<file path="src/rtl/ldpc_pkg.sv">
// Shared constants, FSM state type and lane helper for the LDPC LLR load path.
package ldpc_pkg;

  localparam int unsigned LLR_WIDTH  = 8;
  localparam int unsigned ROW_WEIGHT = 24;
  localparam int unsigned GF_BASE    = 256;

  localparam int unsigned DataW    = LLR_WIDTH * ROW_WEIGHT;
  localparam int unsigned BeatCntW = $clog2(GF_BASE);

  typedef enum logic [1:0] {
    StIdle,
    StLoad,
    StStart,
    StWait
  } feeder_state_e;

  function automatic logic [LLR_WIDTH-1:0] llr_lane(input logic [DataW-1:0] word,
                                                     input int unsigned      k);
    return word[k*LLR_WIDTH +: LLR_WIDTH];
  endfunction

endpackage

</file>
<file path="src/rtl/ldpc_llr_feeder.sv">
// Loads one frame of GF_BASE LLR beats into the decoder, pulses ini_st for two
// cycles, then holds off the next frame for a fixed decode window.
module ldpc_llr_feeder
  import ldpc_pkg::*;
#(
  parameter int unsigned DEC_CYCLES = 5200
) (
  input  logic             clk,
  input  logic             rst_n,
  input  logic             en_i,
  input  logic             s_valid_i,
  output logic             s_ready_o,
  input  logic [DataW-1:0] s_data_i,
  input  logic             s_last_i,
  output logic             in_info_wren_o,
  output logic [DataW-1:0] rece_llr_intri_o,
  output logic             ini_st_o,
  output logic             busy_o,
  output logic             frame_done_o,
  output logic             frame_err_o
);

  localparam int unsigned WaitCntW = $clog2(DEC_CYCLES + 1);
  localparam logic [BeatCntW-1:0] LastBeat = BeatCntW'(GF_BASE - 1);
  localparam logic [WaitCntW-1:0] LastWait = WaitCntW'(DEC_CYCLES - 1);

  if (DEC_CYCLES == 0) begin : gen_dec_cycles_check
    $fatal(1, "ldpc_llr_feeder: DEC_CYCLES must be non-zero");
  end

  feeder_state_e        state_q;
  logic [BeatCntW-1:0]  beat_cnt_q;
  logic [WaitCntW-1:0]  wait_cnt_q;
  logic [1:0]           st_cnt_q;
  logic                 wren_q;
  logic [DataW-1:0]     llr_q;
  logic                 ini_st_q;
  logic                 frame_done_q;
  logic                 frame_err_q;
  logic                 accept;
  logic                 last_beat;

  assign s_ready_o = (state_q == StLoad) && en_i;
  assign accept    = s_valid_i && s_ready_o;
  assign last_beat = (beat_cnt_q == LastBeat);

  always_ff @(posedge clk or negedge rst_n) begin
    if (!rst_n) begin
      state_q      <= StIdle;
      beat_cnt_q   <= '0;
      wait_cnt_q   <= '0;
      st_cnt_q     <= '0;
      wren_q       <= 1'b0;
      llr_q        <= '0;
      ini_st_q     <= 1'b0;
      frame_done_q <= 1'b0;
      frame_err_q  <= 1'b0;
    end else if (!en_i) begin
      // Frozen: everything holds except the write strobe, which must not repeat a beat.
      wren_q <= 1'b0;
    end else begin
      wren_q       <= 1'b0;
      frame_done_q <= 1'b0;
      frame_err_q  <= 1'b0;
      unique case (state_q)
        StIdle: state_q <= StLoad;
        StLoad: begin
          if (accept) begin
            wren_q      <= 1'b1;
            llr_q       <= s_data_i;
            // Frame length is set by the count alone; s_last is only cross-checked.
            frame_err_q <= s_last_i ^ last_beat;
            if (last_beat) begin
              beat_cnt_q <= '0;
              state_q    <= StStart;
            end else begin
              beat_cnt_q <= beat_cnt_q + 1'b1;
            end
          end
        end
        StStart: begin
          if (st_cnt_q == 2'd2) begin
            st_cnt_q <= '0;
            ini_st_q <= 1'b0;
            state_q  <= StWait;
          end else begin
            st_cnt_q <= st_cnt_q + 2'd1;
            ini_st_q <= 1'b1;
          end
        end
        StWait: begin
          if (wait_cnt_q == LastWait) begin
            wait_cnt_q   <= '0;
            frame_done_q <= 1'b1;
            state_q      <= StIdle;
          end else begin
            wait_cnt_q <= wait_cnt_q + 1'b1;
          end
        end
        default: state_q <= StIdle;
      endcase
    end
  end

  assign in_info_wren_o   = wren_q;
  assign rece_llr_intri_o = llr_q;
  assign busy_o           = (state_q != StIdle);
  // Pulses held across a freeze are only shown once enable returns.
  assign ini_st_o         = ini_st_q && en_i;
  assign frame_done_o     = frame_done_q && en_i;
  assign frame_err_o      = frame_err_q && en_i;

  beat_cnt_idle_a: assert property (@(posedge clk) disable iff (!rst_n)
    (state_q != StLoad) |-> (beat_cnt_q == '0));

endmodule
</file>
<file path="config.mk">
export PLATFORM = sky130hd
export DESIGN_NAME = ldpc_llr_feeder
export DESIGN_NICKNAME = d
export VERILOG_FILES = /design/src/rtl/ldpc_pkg.sv /design/src/rtl/ldpc_llr_feeder.sv
export SDC_FILE = /design/constraint.sdc
export NUM_CORES = 1
export LEC_CHECK = 0
export BUFFER_PORTS_ARGS = -buffer_cell sky130_fd_sc_hd__buf_4
export CORE_MARGIN = 3
export CORE_UTILIZATION = 31
export CTS_BUF_LIST = sky130_fd_sc_hd__clkbuf_4
export DETAILED_ROUTE_END_ITERATION = 7
export HOLD_SLACK_MARGIN = 0.08
export MAX_ROUTING_LAYER = met4
export SLEW_MARGIN = 15
export SYNTH_ARGS = -nofsm -noshare
export SYNTH_HDL_FRONTEND = slang
export SYNTH_SLANG_ARGS = --single-unit
</file>
<file path="constraint.sdc">
create_clock -name clk -period 3.3 [get_ports clk]
set_input_delay 0.825 -clock clk [delete_from_list [all_inputs] [get_ports clk]]
set_output_delay 0.825 -clock clk [all_outputs]
set_load 0.005 [all_outputs]
</file>
==> results of run 1 <==
==> logic make-up after synthesis <==
kind of cell               Yosys count
adders and majority gates            7
buffers and inverters               52
DFF                                221
xor gates and xnor gates            14
muxes                                3
AOI/OAI and AO/OA                   15
and+or+nand+nor                    648
==> metal layers <==
metal  GRT usage, %  vias up
met5              -        -
met4           6.69        0
met3           5.49       48
met2           28.5      291
met1           20.6     3571
li1               -     3830
==> cell usage after synthesis, types with 3 or more instances <==
cell      count
xnor2_1      12
nand2_1     601
buf_2        18
nor3_1        5
buf_1         6
dfrtp_1     221
a21oi_1       3
o21ai_0       6
and2_1        6
nor2_1       10
ha_1          7
nand3_1       9
nand4_1       5
inv_1         8
clkbuf_1     20
==> through the flow <==
step           hold WS (ps)  power, W  setup WS, ps  utilization, %  std cells
2_1_floorplan           435   0.00363          1290               -        960
5_1_grt                 192   0.00749           550            47.3       1798
3_3_place_gp            457   0.00447           993            44.3       1693
3_5_place_dp            461   0.00450          1000            44.3       1693
6_report                189   0.00703           722            47.3       1798
4_1_cts                 166   0.00718           629            47.3       1797
==> cell usage in the layout (no fill, tap or decap), types with 7 or more instances in the layout <==
cell type    n
nand2_1    601
dfrtp_1    221
clkinv_1     8
ha_1         7
buf_4      398
nand3_1      9
nor2_1      10
xnor2_1     12
clkbuf_4    90
inv_1        7
==> final timing paths <==
path	start	end	cells after the start
max	state_q[1]	s_ready_o	4
min	rst_n	rece_llr_intri_o[106]	1
max reg2reg	state_q[1]	rece_llr_intri_o[127]	7
min reg2reg	rece_llr_intri_o[150]	rece_llr_intri_o[150]	2
max in group asynchronous	rst_n	rece_llr_intri_o[82]	2
min in group clk	s_data_i[12]	rece_llr_intri_o[12]	3
==> power by group through the flow <==
stage               clock network [W]  registers (W)  logic (W)
floorplan                           0        0.00328   0.000352
global placement                    0        0.00327    0.00121
detailed placement                  0        0.00327    0.00123
CTS                           0.00273        0.00323    0.00123
global route                  0.00288        0.00327    0.00133
finish                        0.00261        0.00323    0.00120
==> sequential cells by signal, indices dropped and copies added, names as in the netlist <==
name              count
wait_cnt_q           13
in_info_wren_o        1
ini_st_q              1
beat_cnt_q            8
frame_done_q          1
state_q               2
st_cnt_q              2
rece_llr_intri_o    192
frame_err_q           1
==> critical path, cell delays in order (launching register included) <==
cell and delay (ps):
dfrtp_1 420, inv_1 110, ha_1 180, and2_1 250
buf_4 160
==> layout make-up <==
type	instances	area [µm²]	area share, %
Clock buffer	90	676	5.25
Sequential cell	221	5530	43.0
Inverter	8	35.0	0.272
Tap cell	372	465	3.62
Multi-Input combinational cell	687	2890	22.5
Antenna cell	1	2.50	0.0195
Clock inverter	14	138	1.07
Timing Repair Buffer	405	3120	24.3
==> out/qor.txt, run 1 <==
Num CTS Buffers - 66
# DRC - 0
placer congestion estimate - 0.814
Die X - 173 µm
sequential share of power - 45.9%
sequential element share of the synthesized area - 64.1%
Post-Synth XOR/XNOR Area - 1.42%
Yosys top cell by area - dfrtp_1
actual slew at the worst max-slew pin - 779 ps
synthesized area - 8630 µm²
Post-Synthesis Cells - 960
drt total wl - 26100 µm
pin count of the biggest net entering global routing - 119
hold crit path type - primary input to asynchronous set/reset pin
WL met2 - 12800 µm
Root Driver - clkbuf_4
GRT Total Usage - 17.6%
met1 WL - 10700 µm
placed inst area - 12000 µm²
post-DP HPWL - 18500 µm
uppermost layer routed - met4
share of cells above drive strength 1 - 35.6%
# setup viols final - 0
simple-gate share of the synthesized area - 29.4%
Synth top area share - 64.1%
Hold Buf Count CTS - 0
Yosys cell types - 33
LEAKAGE - 7.23 nW
Die Ht - 173 µm
outcome - finished clean
Final ANT Viol Nets - 0
Layout area overhead - 49.1%
syn_area_per_cell - 8.99 µm²
combinational share of power - 17.1%
core area - 27200 µm²
Clock power frac - 37.0%
Final Max Slew Viols - 0
critical path required time - 2470 ps
1st-pass router iterations - 4
initial antenna violation count - 1
Skew-Pair Late Insertion Delay - 630 ps
Tmin final - 2580 ps
worst-path fanout max - 4
htree depth - 3
clock-pin slew on the worst setup and hold paths - 70 ps
Port-buffer cells - 394
CTS tree - built
number of flops mapped to enable cells by yosys - 0
Starting Density - 31.7%
TritonCTS sink count - 221
largest family of logic cells by synthesized area - simple AND/OR/NAND/NOR gates
crit path DAT - 1750 ps
fill count - 2733
RSZ-0062 raised after global routing - false
vias in the first global route - 7955
post-CTS setup buffers - 0
total power divided by cell area - 547 nW/µm²
final setup TNS - 0 ps
FFs w/ async S/R, synth - 100%
Synth Area in Adders - 1.02%
critical path launch point type - flip-flop
Synth area leaders - dfrtp_1 (64%), nand2_1 (26%), xnor2_1 (1.2%), buf_2 (1.0%), ha_1 (1.0%)
synth warn - 0
Switching Share - 26.4%
switching power of the nets - 0.00185 W
WL met3 - 1910 µm
overflow left after global routing - 0
IO Count - 395
max_cap viols - 0
first-pass GRT wire length - 41600 µm
vias - 7740
syn nets - 1164
Rel. slew slack - 48.1%
cell row count - 60
Fin. Hold Viols - 0
design area - 12900 µm²
FMAX - 388 MHz
Clock Path Buffers - 3
flops & latches, synth - 221
cell-internal power - 0.00518 W
worst vdd ir - 0.289 mV
die area - 29900 µm²
WL per Instance - 14.5 µm
Post-synth top flop - dfrtp_1
Layout Skew - 43.2 ps
fin nets - 1593
Crit Path Class - flip-flop to output pin
fin crit share - 78.1%
flop-to-flop setup slack - 1280 ps
CTS resizes - 0
Crit. End Element - output pin
starting DRC count in detailed routing - 372
Synth Area in Compound Gates - 1.09%
vias per inst - 4.30
mux contribution to synthesized area - 0.406%
(Power assumes the default switching activity.)
==> run 2: changes to the inputs <==
Clock period 3.3 ns to 2.2 ns, I/O delays scaled along.
==> run 2 against run 1 <==
Sequential power is 50% higher. Flip-flop and latch count stayed put. Global-route usage is 2.1 points higher. Register-to-register slack worse by 900 ps. Combinational power is 80% higher. Power is 50% higher. Non-clock buffer count is 207 higher. Routed wire length is 12% higher. Worst hold slack worse by 5.8 ps. Clock skew is 17 ps lower. Clock-buffer cell count is 2 lower. Critical endpoint unchanged.
==> out/qor.txt, run 2 (synthesis results as in run 1) <==
Fin. Hold Viols - 0 (unchanged)
flop-to-flop setup slack - 380 ps (-900 ps)
WL per Instance - 14.6 µm (+0.53%)
Tmin final - 2080 ps
overflow left after global routing - 0 (unchanged)
# DRC - 0 (unchanged)
post-route setup slack - 123 ps (-599 ps)
Layout Skew - 25.8 ps (-17.4 ps)
die area - 29900 µm² (unchanged)
Port-buffer cells - 394 (unchanged)
actual slew at the worst max-slew pin - 468 ps (-311 ps)
IO Count - 395 (unchanged)
cell row count - 60 (unchanged)
Final Max Slew Viols - 0 (unchanged)
Crit. End Element - output pin
pin count of the biggest net entering global routing - 94 (-21%)
total power divided by cell area - 708 nW/µm² (+29%)
max incr delay on CP - 400 ps (-20 ps)
FMAX - 481 MHz
Top Usage Layer GRT - met2
starting DRC count in detailed routing - 418 (+12%)
core area - 27200 µm² (unchanged)
placer congestion estimate - 0.800 (-1.7%)
Fin Hold WS - 184 ps (-5.76 ps)
TritonCTS sink count - 221 (unchanged)
vias - 8754 (+13%)
outcome - finished clean
1st-pass router iterations - 4 (unchanged)
final setup TNS - 0 ps (unchanged)
LEAKAGE - 8.09 nW (+12%)
critical-path cell list - inv_2 > ha_2 > and2_4 > buf_4
GR Util met1 - 22.6% (+2.0 points)
worst vdd ir - 0.361 mV (+25%)
met2 global-route usage - 33.2% (+4.7 points)
RSZ-0062 raised after global routing - true
Starting Density - 31.7% (unchanged)
htree depth - 2 (-1)
Layout area overhead - 72.6%
Root Driver - clkbuf_4
Final ANT Viol Nets - 0 (unchanged)
Die Ht - 173 µm (unchanged)
critical path required time - 1650 ps (-820 ps)
first-pass GRT wire length - 47200 µm (+13%)
hold crit path type - primary input to flip-flop
Crit Path Class - flip-flop to output pin
# setup viols final - 0 (unchanged)
commonest non-fill, non-tap cell in the layout - nand2_1
max_cap viols - 0 (unchanged)
Clock Path Buffers - 3 (unchanged)
clock-pin slew on the worst setup and hold paths - 70 ps (about the same)
vias per inst - 4.36 (+1.2%)
Skew-Pair Late Insertion Delay - 660 ps (+30 ps)
most frequent cells in the layout - nand2_1 (601), buf_4 (408), dfrtp_1 (221)
critical path launch point type - flip-flop
initial antenna violation count - 1 (unchanged)
drt total wl - 29300 µm (+12%)
Die X - 173 µm (unchanged)
max reg flops - 192 (unchanged)
Critical-path top delay cell - dfrtp_1
Setup Slack @ Placement - 323 ps (-679 ps)
vias in the first global route - 9186 (+15%)
GRT Total Usage - 19.7% (+2.1 points)
worst-path fanout max - 3 (-1)
crit path DAT - 1530 ps (-220 ps)
fin crit share - 94.4%
fin nets - 1794 (+13%)
post-DP HPWL - 19100 µm (+3.1%)
Rel. slew slack - 68.8% (+21 points)
share of cells above drive strength 1 - 31.9% (-3.7 points)
CTS tree - built
Num CTS Buffers - 60 (-9.1%)
GR Util met3 - 4.30% (-1.2 points)
## run 2: changes by cell type in the layout (fill, tap and decap cells not counted), sizes merged, moves of 2 or more
cell	before	now
dlygate4sd3	0	192
buf	405	420
clkinv	10	19
bufinv	3	0
clkbuf	90	88
## run 2: routing by layer
layer / share of wire [%] / routed length, µm / up-vias
li1: - / - / 4242
met1: 40 / 11800 / 4099
met2: 50 / 14600 / 329
met3: 5.9 / 1720 / 84
met4: 4.0 / 1160 / 0
met5: 0 / 0 / -
## run 2: cell type report
class	instances	area (µm²)
Fill cell	2447	12300
Clock inverter	19	75.1
Inverter	8	35.0
Timing Repair Buffer	612	5220
Clock buffer	88	661
Sequential cell	221	5530
Multi-Input combinational cell	687	2900
Antenna cell	2	5.00
Tap cell	372	465
## run 2: path summary, 6_finish.rpt
| kind | end | from | cells after the start |
|---|---|---|---|
| setup / recovery | s_ready_o | state_q[1] | 4 |
| min in group asynchronous | rece_llr_intri_o[101] | rst_n | 2 |
| max in group asynchronous | rece_llr_intri_o[9] | rst_n | 3 |
| hold reg to reg | beat_cnt_q[6] | beat_cnt_q[6] | 1 |
| setup reg to reg | state_q[1] | wait_cnt_q[0] | 5 |
| hold / removal | rece_llr_intri_o[155] | s_data_i[155] | 3 |
## run 2: where the power goes
group	total [W]	switching [W]	internal, W
clock	0.00353	0.00170	0.00183
sequential	0.00486	0.000306	0.00455
combinational	0.00216	0.000908	0.00125
## run 2: per-stage QoR
stage          utilization, %  total power, W  std cells  cell area (µm²)
2_1_floorplan               -         0.00545        960             8630
3_3_place_gp             44.9         0.00676       1705            12200
3_5_place_dp             44.9         0.00679       1705            12200
4_1_cts                  54.7          0.0107       2005            14900
5_1_grt                  54.8          0.0112       2008            14900
6_report                 54.8          0.0105       2009            14900
## run 2: critical path, delay by kind of cell, from the launching register on
kind	cells	cell delay, ps
adder cells (fa/ha/maj)	1	170
AND/OR/NAND/NOR	1	140
buffers and inverters	2	190
flip-flops	1	400
## run 2: timing repair
action	in CTS	in global routing
endpoints found under the setup margin	1	2
setup buffers	2	1
resized for setup	4	1
hold buffers	191	1
endpoints found under the hold margin	238	1
